### src/rtl/opcode_decode_pipe.sv
// rtl/opcode_decode_pipe.sv - buffered, flow-controlled one-hot opcode decoder
//
// Purpose: accepts {opcode[3:0], RX, RY} instruction words from one of two
// sources through a valid/ready handshake, queues them in a DEPTH-entry FIFO
// and presents {RX, RY, onehot[22:0]} from an output register with its own
// valid/ready handshake.
//
// Ports:
//   clock        in   rising-edge clock
//   reset_n      in   asynchronous active-low reset
//   flush        in   synchronous clear of FIFO and output stage
//   src_sel      in   0 = instr_single, 1 = instr_multi (sampled on accept)
//   instr_single in   IW  instruction word from the single-cycle path
//   instr_multi  in   IW  instruction word from the multicycle path
//   dec_en       in   0 zeroes the one-hot field of the accepted word
//   in_valid     in   upstream word present
//   in_ready     out  block can accept this cycle
//   out_valid    out  opcode_out holds a decoded instruction
//   out_ready    in   downstream consumes opcode_out
//   opcode_out   out  OW  {RX, RY, onehot[22:0]}
//   fifo_count   out  CW  words buffered in the FIFO (output register excluded)

module opcode_decode_pipe #(
    parameter  int REG_BITS = 2,
    parameter  int DEPTH    = 2,
    localparam int IW       = 4 + 2 * REG_BITS,
    localparam int OW       = 23 + 2 * REG_BITS,
    localparam int CW       = $clog2(DEPTH + 1)
) (
    input  logic          clock,
    input  logic          reset_n,
    input  logic          flush,
    input  logic          src_sel,
    input  logic [IW-1:0] instr_single,
    input  logic [IW-1:0] instr_multi,
    input  logic          dec_en,
    input  logic          in_valid,
    output logic          in_ready,
    output logic          out_valid,
    input  logic          out_ready,
    output logic [OW-1:0] opcode_out,
    output logic [CW-1:0] fifo_count
);

    localparam int            AW      = (DEPTH > 1) ? $clog2(DEPTH) : 1;
    localparam logic [CW-1:0] DEPTH_C = CW'(DEPTH);

    // Words are decoded before entering the FIFO, so the FIFO and the output
    // register both hold the final output format.
    function automatic logic [OW-1:0] decode(input logic [IW-1:0] w, input logic en);
        logic [3:0]  op;
        logic [1:0]  ry2;
        logic [4:0]  idx;
        logic [22:0] oh;
        op  = w[IW-1 -: 4];
        ry2 = w[1:0];
        case (op)
            4'd0:    idx = 5'd0;
            4'd1:    idx = 5'd1 + {3'b000, ry2};
            4'd12:   idx = 5'd15 + {4'b0000, ry2[0]};
            4'd13:   idx = 5'd17;
            4'd14:   idx = 5'd18;
            4'd15:   idx = 5'd19 + {3'b000, ry2};
            default: idx = {1'b0, op} + 5'd3;
        endcase
        oh = en ? (23'd1 << idx) : 23'd0;
        return {w[2*REG_BITS-1:0], oh};
    endfunction

    logic [OW-1:0] mem_q [DEPTH];
    logic [AW-1:0] wr_ptr_q, wr_ptr_d;
    logic [AW-1:0] rd_ptr_q, rd_ptr_d;
    logic [CW-1:0] count_q, count_d;
    logic          out_valid_q, out_valid_d;
    logic [OW-1:0] out_data_q, out_data_d;

    logic [IW-1:0] in_word;
    logic [OW-1:0] in_dec;
    logic          fifo_empty;
    logic          accept;
    logic          load;
    logic          pop;
    logic          bypass;
    logic          push;

    assign in_word    = src_sel ? instr_multi : instr_single;
    assign in_dec     = decode(in_word, dec_en);
    assign fifo_empty = (count_q == '0);

    // in_ready looks only at the FIFO occupancy; a pop in the same cycle
    // frees a slot for the next cycle, never this one.
    assign in_ready   = (count_q < DEPTH_C) && !flush;
    assign accept     = in_valid && in_ready;
    assign load       = !out_valid_q || out_ready;
    assign pop        = load && !fifo_empty;
    // Bypass straight to the output register only when nothing is queued,
    // which keeps words in arrival order.
    assign bypass     = accept && load && fifo_empty;
    assign push       = accept && !bypass;

    always_comb begin
        wr_ptr_d    = wr_ptr_q;
        rd_ptr_d    = rd_ptr_q;
        count_d     = count_q;
        out_valid_d = out_valid_q;
        out_data_d  = out_data_q;
        if (flush) begin
            wr_ptr_d    = '0;
            rd_ptr_d    = '0;
            count_d     = '0;
            out_valid_d = 1'b0;
        end else begin
            if (push) begin
                wr_ptr_d = wr_ptr_q + AW'(1);
            end
            if (pop) begin
                rd_ptr_d = rd_ptr_q + AW'(1);
            end
            count_d = count_q + CW'(push) - CW'(pop);
            if (load) begin
                if (!fifo_empty) begin
                    out_valid_d = 1'b1;
                    out_data_d  = mem_q[rd_ptr_q];
                end else if (accept) begin
                    out_valid_d = 1'b1;
                    out_data_d  = in_dec;
                end else begin
                    out_valid_d = 1'b0;
                end
            end
        end
    end

    always_ff @(posedge clock or negedge reset_n) begin
        if (!reset_n) begin
            wr_ptr_q    <= '0;
            rd_ptr_q    <= '0;
            count_q     <= '0;
            out_valid_q <= 1'b0;
            out_data_q  <= '0;
        end else begin
            wr_ptr_q    <= wr_ptr_d;
            rd_ptr_q    <= rd_ptr_d;
            count_q     <= count_d;
            out_valid_q <= out_valid_d;
            out_data_q  <= out_data_d;
        end
    end

    // Storage needs no reset: an entry is only read after it has been written.
    always_ff @(posedge clock) begin
        if (push) begin
            mem_q[wr_ptr_q] <= in_dec;
        end
    end

    assign out_valid  = out_valid_q;
    assign opcode_out = out_data_q;
    assign fifo_count = count_q;

endmodule

### config.mk
export PLATFORM = sky130hd
export DESIGN_NAME = opcode_decode_pipe
export DESIGN_NICKNAME = d
export VERILOG_FILES = /design/src/rtl/opcode_decode_pipe.sv
export SDC_FILE = /design/constraint.sdc
export NUM_CORES = 1
export LEC_CHECK = 0
export ABC_CLOCK_PERIOD_IN_PS = 2300
export CAP_MARGIN = 20
export CORE_ASPECT_RATIO = 1.2
export CORE_MARGIN = 8
export CORE_UTILIZATION = 40
export DETAILED_ROUTE_END_ITERATION = 7
export PLACE_DENSITY_LB_ADDON = 0.15
export SETUP_SLACK_MARGIN = 0.2
export SLEW_MARGIN = 20
export SYNTH_ARGS = -nofsm -noshare
export SYNTH_HDL_FRONTEND = slang
export SYNTH_SLANG_ARGS = --single-unit
### constraint.sdc
create_clock -name clock -period 2.3 [get_ports clock]
set_input_delay 0.69 -clock clock [delete_from_list [all_inputs] [get_ports clock]]
set_output_delay 0.69 -clock clock [all_outputs]
set_load 0.005 [all_outputs]
==> impl_metrics.py <==
metrics = {
    "run_status": {
        "status": "finished, violations left",
        "violations": "negative setup slack",
    },
    "global_routing": {
        "use_met2_pct": 26.2,
        "grt_overflow_total": 0,
        "grt_max_degree": 33,
        "gr-usage-met1_pct": 17.8,
        "grt_pass1_vias": 3507,
        "grt_util_met3_pct": 3.01,
        "busiest_layer": "met2",
        "antenna_found_initial": 0,
        "grtUsageTotal_pct": 15.1,
        "grt_pass1_wl_um": 17600,
    },
    "die": {
        "dieArea_um2": 14300,
        "die_h_um": 129,
        "floorplan.initialDensity_pct": 40.9,
        "die_w_um": 110,
        "ioPinCount": 54,
        "rows": 41,
        "core-area_um2": 10500,
    },
    "final_layout": {
        "instances_no_fill": 633,
        "antenna_cells": 0,
        "layout-drive-gt1-share_pct": 40.7,
        "fin_nets": 530,
        "nFillCells": 822,
        "multi_input_comb_area_um2": 2300,
        "syn2layout_area_growth_pct": 52.7,
        "regArea_um2": 2420,
    },
    "timing": {
        "post-route-min-period_ns": 2.60,
        "report.final.slew_viol_count": 0,
        "fin_crit_sh_pct": 113,
        "skew_ns": 0.00768,
        "setup_slack_ns": -0.301,
        "worst_pin_slew_ns": 0.611,
        "finalHoldViolations": 0,
        "max_freq_mhz": 384,
        "rsz0062_at_grt": "true",
        "setup_viol": 69,
        "slew_headroom_pct": 59.1,
    },
    "clock_network": {
        "cts_buffers": 9,
        "insertion_delay_ns": 0.33,
        "cts_max_level": 3,
        "root_buffer": "clkbuf_16",
        "hold_buffers": 0,
        "cts_max_path_buffers": 2,
        "clock-sinks": 86,
        "cts_tree": "built",
        "clk_pin_slew_worst_paths_ns": 0.06,
    },
    "power": {
        "total_leakage_power_nw": 2.45,
        "finalPower_mw": 5.98,
        "p_per_area_nw_per_um2": 915,
        "ir_drop_mv": 0.427,
    },
    "synthesis": {
        "yosysUniqueCellTypes": 54,
        "synth_area_um2": 4280,
        "synthArstFlopShare_pct": 37.2,
        "synth_top_family_by_area": "compound AO/OA/AOI/OAI gates",
        "syn_avg_cell_area_um2": 11.7,
        "synthCells": 367,
        "synthMuxAreaShare_pct": 6.32,
        "synth_compound_area_share_pct": 16.0,
        "syn_nets": 398,
        "ys_warn_count": 0,
        "synth_ff_type": "edfxtp_1",
        "synthSimpleGateAreaFrac_pct": 14.2,
        "synthAdderAreaFrac_pct": 2.34,
        "synthXorXnorAreaFrac_pct": 1.43,
        "synth_edf_count": 54,
        "ys_seq_elements": 86,
        "yosysSeqAreaShare_pct": 56.6,
    },
    "setup_path": {
        "required_ns": 2.52,
        "critPathMaxFanout": 6,
        "crit_arrival_ns": 2.82,
        "end_kind": "register",
        "start_kind": "input port",
        "critPathKind": "in -> reg",
    },
    "detailed_routing": {
        "avgRoutedWirePerCell_um": 17.0,
        "first_iter_violations": 105,
        "wl_um": 10800,
        "ant_nets": 0,
        "first_pass_iters": 4,
        "drc": 0,
        "vias": 3341,
        "avgViaCountPerCell": 5.28,
    },
    "place": {
        "dpl.cell_count": 597,
        "gp_congestion": 0.816,
        "dp_slack_ns": -1.11,
        "portBuffers": 53,
        "dp_hpwl_um": 7560,
    },
    "worst_hold_path": {
        "min-delay-path-class": "reg -> reg",
    },
    "job": {
        "maxCapViolCount": 0,
    },
}
==> cell usage in the layout, fill, tap and decap left out, drive strengths merged, types with 7 or more instances in the layout <==
cell type	instances
buf	88
edfxtp	54
nor2	46
clkdlybuf4s50	40
dfrtp	32
nand2	27
mux2i	21
o31ai	17
nor3	15
nor2b	14
a211oi	13
a21oi	12
a31oi	12
clkbuf	11
inv	10
o21ai	10
ha	8
dlygate4sd2	7
a221o	7
==> worst max-delay path: stages <==
cell and delay (ns):
buf_6 0.07, buf_6 0.12, mux2i_4 0.27, buf_12 0.14, buf_6 0.09, ha_4 0.17, nor2_4 0.04, a221o_2 0.40
buf_6 0.15, mux2i_4 0.21, and2_4 0.19, a221o_1 0.28
==> synthesized netlist by cell type (all sizes together), types with 3 or more instances <==
| library cell | count | area share (%) |
|---|---|---|
| nor3 | 15 | 1.9 |
| buf | 5 | 0.96 |
| and2 | 4 | 0.58 |
| a211oi | 13 | 2.4 |
| nand2 | 27 | 2.4 |
| clkbuf | 14 | 1.2 |
| nand3 | 5 | 0.58 |
| o211ai | 3 | 0.53 |
| ha | 8 | 2.3 |
| and3 | 3 | 0.44 |
| nor2 | 46 | 4.0 |
| mux2i | 21 | 5.2 |
| nor2b | 14 | 2.0 |
| a21oi | 12 | 1.4 |
| xnor2 | 5 | 1.0 |
| a221o | 7 | 1.6 |
| mux2 | 4 | 1.1 |
| o31ai | 17 | 3.0 |
| a31oi | 12 | 2.1 |
| o21ai | 10 | 1.3 |
| inv | 10 | 0.88 |
| dfrtp | 32 | 19 |
| edfxtp | 54 | 38 |
==> registers in the layout, summed over array words and instances, names as in the netlist <==
name        flops
fifo_count      2
mem_q          54
opcode_out     27
out_valid       1
rd_ptr_q        1
wr_ptr_q        1
==> power by group <==
part | total [mW] | internal, mW | switching (mW)
registers | 2.15 | 1.96 | 0.189
logic | 2.41 | 1.26 | 1.15
clock network | 1.42 | 0.838 | 0.582
total | 5.98 | 4.05 | 1.92
==> timing repair <==
action | 4_1_cts | 5_1_grt
pin swaps | 31 | 36
setup buffers | 10 | 9
setup endpoints to repair | 71 | 71
cloned | 0 | 1
gates resized for setup | 87 | 50
==> cell type report <==
class | instances | area share [%]
Sequential cell | 86 | 37.1
Multi-Input combinational cell | 252 | 35.3
Timing Repair Buffer | 140 | 20.1
Clock buffer | 10 | 3.51
Tap cell | 129 | 2.47
Clock inverter | 6 | 0.958
Inverter | 10 | 0.613
==> per-layer routing <==
| metal | wire [µm] | vias up |
|---|---|---|
| met2 | 5500 | 64 |
| met5 | 0 | - |
| li1 | - | 1643 |
| met3 | 324 | 17 |
| met4 | 267 | 0 |
| met1 | 4670 | 1617 |
==> logic make-up (layout without fill, tap and decap cells) <==
kind of cell / after synthesis / count (layout)
compound gates: 86 / 86
xor+xnor: 7 / 7
fa+ha+maj: 8 / 8
buf+inv: 29 / 166
flops: 86 / 86
mux: 25 / 25
simple gates: 126 / 126
==> stage by stage <==
step / hold slack [ns] / cell area (µm²) / utilization, % / TNS (ns)
6_report: 0.477 / 6530 / 62.4 / -16.80
5_1_grt: 0.500 / 6530 / 62.4 / -21.92
4_1_cts: 0.483 / 6190 / 59.2 / -11.05
3_5_place_dp: 0.469 / 5540 / 53.0 / -67.87
3_3_place_gp: 0.465 / 5540 / 53.0 / -62.82
2_1_floorplan: 0.394 / 4420 / - / -23.17
==> worst paths after layout <==
kind	start	slack, ns	cells after the start	endpoint
worst max-delay path	src_sel	-0.30	12	opcode_out[0]
worst min register to register	opcode_out[24]	0.48	2	opcode_out[24]
min in group asynchronous	reset_n	0.77	2	fifo_count[1]
worst min-delay path	opcode_out[24]	0.48	2	opcode_out[24]
worst max register to register	fifo_count[1]	0.32	8	fifo_count[1]
max in group asynchronous	reset_n	1.20	2	fifo_count[1]
Power figures use the tool's default switching activity.
